--- src/rtl/amstrad_cfg_pkg.sv ---
// Shared types and constants for the Amstrad gate-array/ROM-select configuration writer.
// Define CFG_WR_ROMSEL_EN to include the ROM-select write as a third item.
package amstrad_cfg_pkg;

  typedef enum logic [2:0] {
    ST_IDLE,
    ST_REQ,
    ST_SETUP,
    ST_STROBE,
    ST_HOLD,
    ST_RELEASE,
    ST_DONE
  } state_t;

  localparam logic [1:0] ITEM_RMR    = 2'd0;
  localparam logic [1:0] ITEM_MMR    = 2'd1;
  localparam logic [1:0] ITEM_ROMSEL = 2'd2;

`ifdef CFG_WR_ROMSEL_EN
  localparam int ITEM_COUNT = 3;
`else
  localparam int ITEM_COUNT = 2;
`endif

  localparam logic [1:0] ITEM_LAST = 2'(ITEM_COUNT - 1);

  // A15=0 selects the gate array, A13=0 selects ROM select; each address clears only one.
  localparam logic [15:0] IO_GA_ADDR     = 16'h7F00;
  localparam logic [15:0] IO_ROMSEL_ADDR = 16'hDF00;

  localparam logic [1:0] RMR_PFX = 2'b10;
  localparam logic [1:0] MMR_PFX = 2'b11;

  function automatic int max_int(input int a, input int b);
    return (a > b) ? a : b;
  endfunction

endpackage

--- src/rtl/amstrad_cfg_timer.sv ---
// Loadable down-counter with a zero flag; times both the strobe-high and gap-low phases.
module amstrad_cfg_timer #(
  parameter int W = 3
) (
  input  logic         CLK,
  input  logic         reset,
  input  logic         load,
  input  logic [W-1:0] load_val,
  input  logic         en,
  output logic         zero
);

  logic [W-1:0] count;

  // NOTE: sequential state uses non-blocking assignments so every flop samples pre-edge values.
  always_ff @(posedge CLK) begin
    if (reset) begin
      count <= '0;
    end else if (load) begin
      count <= load_val;
    end else if (en && (count != '0)) begin
      count <= count - W'(1);
    end
  end

  assign zero = (count == '0);

endmodule

--- src/rtl/amstrad_cfg_writer.sv ---
// Bus-master sequencer replaying RMR, MMR and (with CFG_WR_ROMSEL_EN) ROM-select I/O writes.
// Requests the bus, issues edge-qualified io_WR strobes, then hands the bus back.
module amstrad_cfg_writer
  import amstrad_cfg_pkg::*;
#(
  parameter int PULSE_LEN = 4,
  parameter int GAP_LEN   = 4
) (
  input  logic        CLK,
  input  logic        reset,
  input  logic        start,
  input  logic [5:0]  rmr,
  input  logic [5:0]  mmr,
  input  logic [7:0]  rom_sel,
  input  logic        bus_ack,
  output logic        bus_req,
  output logic        io_WR,
  output logic [15:0] A,
  output logic [7:0]  D,
  output logic        busy,
  output logic        done,
  output logic        err
);

  localparam int CW = $clog2(max_int(PULSE_LEN, GAP_LEN)) + 1;

  state_t     state, state_nxt;
  logic [1:0] item, item_nxt;
  logic       abort_q, abort_set;
  logic [5:0] rmr_q, mmr_q;
  logic [7:0] rom_sel_q;

  logic          timer_load, timer_en, timer_zero;
  logic [CW-1:0] timer_val;

  amstrad_cfg_timer #(.W(CW)) u_timer (
    .CLK      (CLK),
    .reset    (reset),
    .load     (timer_load),
    .load_val (timer_val),
    .en       (timer_en),
    .zero     (timer_zero)
  );

  always_ff @(posedge CLK) begin
    if (reset) begin
      state   <= ST_IDLE;
      item    <= ITEM_RMR;
      abort_q <= 1'b0;
    end else begin
      state <= state_nxt;
      item  <= item_nxt;
      if (state == ST_IDLE && start) abort_q <= 1'b0;
      else if (abort_set)            abort_q <= 1'b1;
    end
  end

  // NOTE: payload registers carry no reset; they are always written before any write cycle reads them.
  always_ff @(posedge CLK) begin
    if (state == ST_IDLE && start) begin
      rmr_q     <= rmr;
      mmr_q     <= mmr;
      rom_sel_q <= rom_sel;
    end
  end

  // NOTE: every combinational output gets a default first so no path can infer a latch.
  always_comb begin
    state_nxt  = state;
    item_nxt   = item;
    timer_load = 1'b0;
    timer_val  = '0;
    abort_set  = 1'b0;
    case (state)
      ST_IDLE:    if (start) state_nxt = ST_REQ;
      ST_REQ: begin
        if (bus_ack) begin
          state_nxt = ST_SETUP;
          item_nxt  = ITEM_RMR;
        end
      end
      ST_SETUP: begin
        if (!bus_ack) begin
          state_nxt = ST_RELEASE;
          abort_set = 1'b1;
        end else begin
          state_nxt  = ST_STROBE;
          timer_load = 1'b1;
          timer_val  = CW'(PULSE_LEN - 1);
        end
      end
      ST_STROBE: begin
        if (!bus_ack) begin
          state_nxt = ST_RELEASE;
          abort_set = 1'b1;
        end else if (timer_zero) begin
          state_nxt  = ST_HOLD;
          timer_load = 1'b1;
          timer_val  = CW'(GAP_LEN - 1);
        end
      end
      ST_HOLD: begin
        if (!bus_ack) begin
          state_nxt = ST_RELEASE;
          abort_set = 1'b1;
        end else if (timer_zero) begin
          if (item == ITEM_LAST) begin
            state_nxt = ST_RELEASE;
          end else begin
            state_nxt = ST_SETUP;
            item_nxt  = item + 2'd1;
          end
        end
      end
      ST_RELEASE: if (!bus_ack) state_nxt = ST_DONE;
      ST_DONE:    state_nxt = ST_IDLE;
      default:    state_nxt = ST_IDLE;
    endcase
  end

  assign timer_en = (state == ST_STROBE) || (state == ST_HOLD);

  logic        drive;
  logic [15:0] item_addr;
  logic [7:0]  item_data;

  always_comb begin
    item_addr = '0;
    item_data = '0;
    case (item)
      ITEM_RMR: begin
        item_addr = IO_GA_ADDR;
        item_data = {RMR_PFX, rmr_q};
      end
      ITEM_MMR: begin
        item_addr = IO_GA_ADDR;
        item_data = {MMR_PFX, mmr_q};
      end
`ifdef CFG_WR_ROMSEL_EN
      ITEM_ROMSEL: begin
        item_addr = IO_ROMSEL_ADDR;
        item_data = rom_sel_q;
      end
`endif
      default: ;
    endcase
  end

`ifndef CFG_WR_ROMSEL_EN
  logic unused_rom_sel;
  assign unused_rom_sel = ^rom_sel_q;
`endif

  assign drive   = (state == ST_SETUP) || (state == ST_STROBE) || (state == ST_HOLD);
  assign bus_req = drive || (state == ST_REQ);
  assign io_WR   = (state == ST_STROBE);
  assign A       = drive ? item_addr : 16'h0000;
  assign D       = drive ? item_data : 8'h00;
  assign busy    = (state != ST_IDLE) && (state != ST_DONE);
  assign done    = (state == ST_DONE);
  assign err     = (state == ST_DONE) && abort_q;

endmodule

--- config.mk ---
export PLATFORM = sky130hd
export DESIGN_NAME = amstrad_cfg_writer
export DESIGN_NICKNAME = d
export VERILOG_FILES = /design/src/rtl/amstrad_cfg_pkg.sv /design/src/rtl/amstrad_cfg_timer.sv /design/src/rtl/amstrad_cfg_writer.sv
export SDC_FILE = /design/constraint.sdc
export NUM_CORES = 1
export LEC_CHECK = 0
export CAP_MARGIN = 20
export CELL_PAD_IN_SITES_DETAIL_PLACEMENT = 2
export CELL_PAD_IN_SITES_GLOBAL_PLACEMENT = 2
export CORE_MARGIN = 3
export CORE_UTILIZATION = 26
export DETAILED_ROUTE_END_ITERATION = 8
export PLACE_DENSITY_LB_ADDON = 0.3
export SLEW_MARGIN = 20
export SYNTH_ARGS = -nofsm -noshare
export SYNTH_HDL_FRONTEND = slang
export SYNTH_SLANG_ARGS = --single-unit
--- constraint.sdc ---
create_clock -name CLK -period 3.8 [get_ports CLK]
set_input_delay 0.38 -clock CLK [delete_from_list [all_inputs] [get_ports CLK]]
set_output_delay 0.38 -clock CLK [all_outputs]
set_load 0.03 [all_outputs]
-- Word level (Yosys, flattened, before mapping)
Cells that the tools add are included.
- register bits after elaboration: 21
- bits of input ports: 24
- output and inout bits: 29
- add/subtract/negate cells: 2
- equal/unequal tests: 16
- mux-type cells: 31
- reductions and logical operators: 20
- operators with widths (operator ; count):
    two-way mux 3 bit ; 11
    one-hot mux 3 bit (6 select lines) ; 1
    two-way mux 16 bit ; 1
    one-hot mux 8 bit (2 select lines) ; 1
    two-way mux 15 bit ; 1
    two-way mux 2 bit ; 7
    inequality test 2 bit (second input constant) ; 6
    AND reduction 5 bit ; 2
    equality test 3 bit (second input constant) ; 3
    two-way mux 8 bit ; 1
    one-hot mux 2 bit (2 select lines) ; 2
    equality test 3 x 2 -> 1 bit (second input constant) ; 2
    logical NOT 3 bit ; 2
    inequality test 3 bit (second input constant) ; 2
    nonzero test 3 bit ; 2
    two-way mux 1 bit ; 5
    logical AND 1 bit ; 4
    logical OR 1 bit ; 4
    nonzero test 2 bit ; 2
    OR reduction 2 bit ; 2
    equality test 3 x 1 -> 1 bit (second input constant) ; 1
    inequality test 3 x 2 -> 1 bit (second input constant) ; 1
    OR reduction 3 bit ; 1
    subtractor 3 x 1 -> 3 bit (second input constant) ; 1
    4 further kinds ; 4

-- Longest topological paths before layout
- depth after elaboration: 5
- gate-level depth with buffers: 6
- gate-level depth less buffers: 6

-- Cells and area by module
Synthesis repeated with hierarchy kept, for this count alone.
- cell total of the unflattened synthesis: 133
- area, all modules: 1262.5 um^2
- by module, submodules not included (module ; times used ; cells an instance ; area an instance (um^2)):
    amstrad_cfg_writer ; 1 ; 112 ; 1079.8
    amstrad_cfg_timer ; 1 ; 21 ; 182.7

-- Worst setup path after synthesis
OpenSTA, ideal clock, no wires.
- kind: register -> output
- start point: reg state[2]
- end point: out A[10]
- arrival: 1901 ps
- required time: 3420 ps
- setup slack: 1519 ps
- cell stages (with the launch flop): 7
- buffers on the path: 2
- cell sequence: dfxtp_1 -> or3b_1 -> nand2_1 -> and2_1 -> clkbuf_1 -> or2_2 -> buf_4
- word-level cells in the longest chain between the ends: 4
- elaborated cells between the ends (all ways): 6
- RTL lines (what ; RTL line ; RTL):
    start, declared ; amstrad_cfg_writer.sv:27 ; state_t state, state_nxt;
    start signal, assigned ; amstrad_cfg_writer.sv:51 ; state <= state_nxt;
    equality test 3 x 2 -> 1 bit ; amstrad_cfg_writer.sv:154 ; assign drive = (state == ST_SETUP) || (state == ST_STROBE) || (state == ST_HOLD);
    logical OR 1 bit ; amstrad_cfg_writer.sv:154 ;
    logical OR 1 bit (*) ; amstrad_cfg_writer.sv:154 ;
    two-way mux 16 bit (*) ; amstrad_cfg_writer.sv:157 ; assign A = drive ? item_addr : 16'h0000;
    end, declared ; amstrad_cfg_writer.sv:18 ; output logic [15:0] A,
Mark *: on every way between the ends. The rest lies on a longest branch, timed or not.

-- Final worst setup path
- start point: reg state[2]
- end point: out A[12]
The elaborated chain is that of the path after synthesis.

==> flow_summary.yaml <==
die:
  num_rows: 23
  die_w_um: 73.69
  die-area_um2: 5429
  dieHeight_um: 73.69
  initial_core_util_pct: 28.35
  coreArea_um2: 4202
  ios: 53
timing:
  rsz0062_at_grt: "false"
  finalSetupViolCount: 0
  tightest_slew_ns: 0.5980
  slew_violations: 0
  slew_headroom_pct: 60.13
  fmax_ghz: 0.3322
  tns_ns: 0
  layout_setup_ws_ns: 0.7902
  finalCriticalPeriod_ns: 3.010
  finalCritPeriodShare_pct: 79.21
  hold_violations: 0
  fin_skew_ns: 0.003210
layout:
  drive_gt1_share_pct: 3.472
  nFillCells: 453
  finalNetCount: 173
  finalNonFillerCells: 194
  insertedDiodeCount: 0
  area_growth_pct: 28.89
clock_network:
  cts_hold_repair.buffers: 0
  cts_resized: 0
  cts-buffers-inserted: 3
  clk_pin_slew_ns: 0.07
  cts.sink_count: 21
  clock_tree.root_cell: "clkbuf_8"
  cts.htree.levels: 1
  cts_setup_buffers: 0
  clock_latency_ns: 0.25
  tritoncts: "built"
  clockBufferDepth: 2
routing:
  drtPass1Iterations: 3
  avgViaCountPerCell: 4.737
  wl_per_cell_um: 15.98
  ant_nets: 0
  totalWireLength_um: 3101
  route.detailed.drc: 0
  vias: 919
  drt_iter0_markers: 21
power_and_ir_drop:
  vdd.ir_drop.worst_v: 0.0002482
  p_leak_nw: 0.5570
  finalPower_mw: 1.301
  power_density_nw_per_um2: 847.5
worst_setup_path:
  critPathCaptureType: "output port"
  critPathKind: "flip-flop to output port"
  cp.required_ns: 3.42
  cp-start-kind: "flip-flop"
  crit_fanout: 14
  crit_arrival_ns: 2.63
yosys:
  synth_top_flop_cell: "edfxtp_1"
  seq_area_frac_synth_pct: 45.38
  synth_edf_count: 12
  yosysWarningCount: 0
  postSynthAreaPerCell_um2: 10.01
  async_reset_ff_share_pct: 0
  synthCells: 119
  syn_area_um2: 1191
  ys_seq_elements: 21
  synthDistinctLibCells: 38
placed_design:
  port_buffers: 35
  pre_cts_ws_ns: 1.021
  dp.cells: 190
  gp_routability_congestion: 0.7018
  dpl.hpwl_um: 2441
grt:
  grt_usage_pct: 12.06
  grt_remaining_overflow: 0
  grt_pass1_wl_um: 4919
  grt_pass1_vias: 968
  antenna_found_initial: 0
  grt_max_degree: 15
outcome:
  outcome: "complete, no violations"
hold_path:
  hold_class: "flip-flop to flip-flop"
job:
  max_cap_viol_count: 0
-- cell usage in the layout, fill, tap and decap left out, drive strengths merged, types with 3 or more instances in the layout --
cell           Yosys  routed
a22o               6       6
ha                 4       4
a21oi              7       7
nor3               5       5
edfxtp            12      12
a211oi             3       3
nor2               4       4
and2               3       3
nand2              3       3
dfxtp              9       9
clkbuf             4       4
nand2b             6       6
nand3              3       3
conb               1       9
clkdlybuf4s50      0      35
inv                8       8
-- sequential cells by signal, summed over array words and instances, names as in the netlist --
register       flops
mmr_q              6
rmr_q              6
state              3
u_timer.count      3
item               2
abort_q            1
-- through the flow --
stage | hold WS, ns | util (%) | cell area, um2
2_1_floorplan | 0.4430 | - | 1221
3_3_place_gp | 0.4592 | 35.47 | 1490
3_5_place_dp | 0.4771 | 35.47 | 1490
4_1_cts | 0.4920 | 36.54 | 1535
5_1_grt | 0.5125 | 36.54 | 1535
6_report | 0.4834 | 36.54 | 1535
-- synth_stat cells (4+ instances only) --
| library cell | n | share of area, % |
|---|---|---|
| inv_1 | 8 | 2.5 |
| clkbuf_1 | 4 | 1.3 |
| a21oi_1 | 7 | 2.9 |
| a22o_1 | 6 | 4.4 |
| nand2b_1 | 6 | 3.2 |
| buf_4 | 16 | 10 |
| edfxtp_1 | 12 | 30 |
| nor3_1 | 5 | 2.1 |
| nor2_1 | 4 | 1.3 |
| dfxtp_1 | 9 | 15 |
| ha_1 | 4 | 4.2 |
-- final timing paths --
kind                          from  slack (ns)          endpoint  depth (start not counted)
setup / recovery          state[2]        0.79             A[12]                          5
hold / removal    u_timer.count[0]        0.48  u_timer.count[0]                          1
setup reg to reg          state[2]        1.80           item[0]                          4
hold reg to reg   u_timer.count[0]        0.48  u_timer.count[0]                          1
-- cell type report --
cell class	instances	area [um2]	share of cell area (%)
Clock buffer	4	45.04	2.934
Inverter	8	30.03	1.956
Multi-Input combinational cell	76	506.7	33.01
Sequential cell	21	540.5	35.21
Tap cell	50	62.56	4.075
Timing Repair Buffer	35	350.3	22.82
-- power breakdown --
part / switching, mW / internal (mW) / leakage (nW)
clock network: 0.0683 / 0.0745 / 0.0228
logic: 0.468 / 0.317 / 0.348
registers: 0.0623 / 0.311 / 0.187
total: 0.599 / 0.702 / 0.557
-- layer usage --
layer | vias to the layer above | track usage, % | part of all wire, % | routed length [um]
met4 | 0 | 3.018 | 0.55 | 17
met1 | 438 | 14.19 | 42 | 1316
met2 | 29 | 21.65 | 52 | 1616
met5 | - | 0 | 0 | 0
li1 | 450 | - | - | -
met3 | 2 | 3.010 | 4.9 | 151
-- critical path, cell delays in order, from the launching register on --
cell	delay, ns
dfxtp_1	0.60
or3b_1	0.42
nand2_1	0.11
and2_1	0.31
or2_2	0.24
clkdlybuf4s50_1	0.70
-- cell families (layout without fill, tap and decap cells) --
family	after synthesis	count (layout)	share of synthesized area, %
adder cells (fa/ha/maj)	4	4	4.202
AO/OA/AOI/OAI	27	27	16.39
XOR/XNOR	2	2	1.471
flip-flops	21	21	45.38
other	1	9	0.3148
multiplexers	2	2	1.786
buffers and inverters	30	47	14.60
AND/OR/NAND/NOR	32	32	15.86
Power figures use the tool's default switching activity.
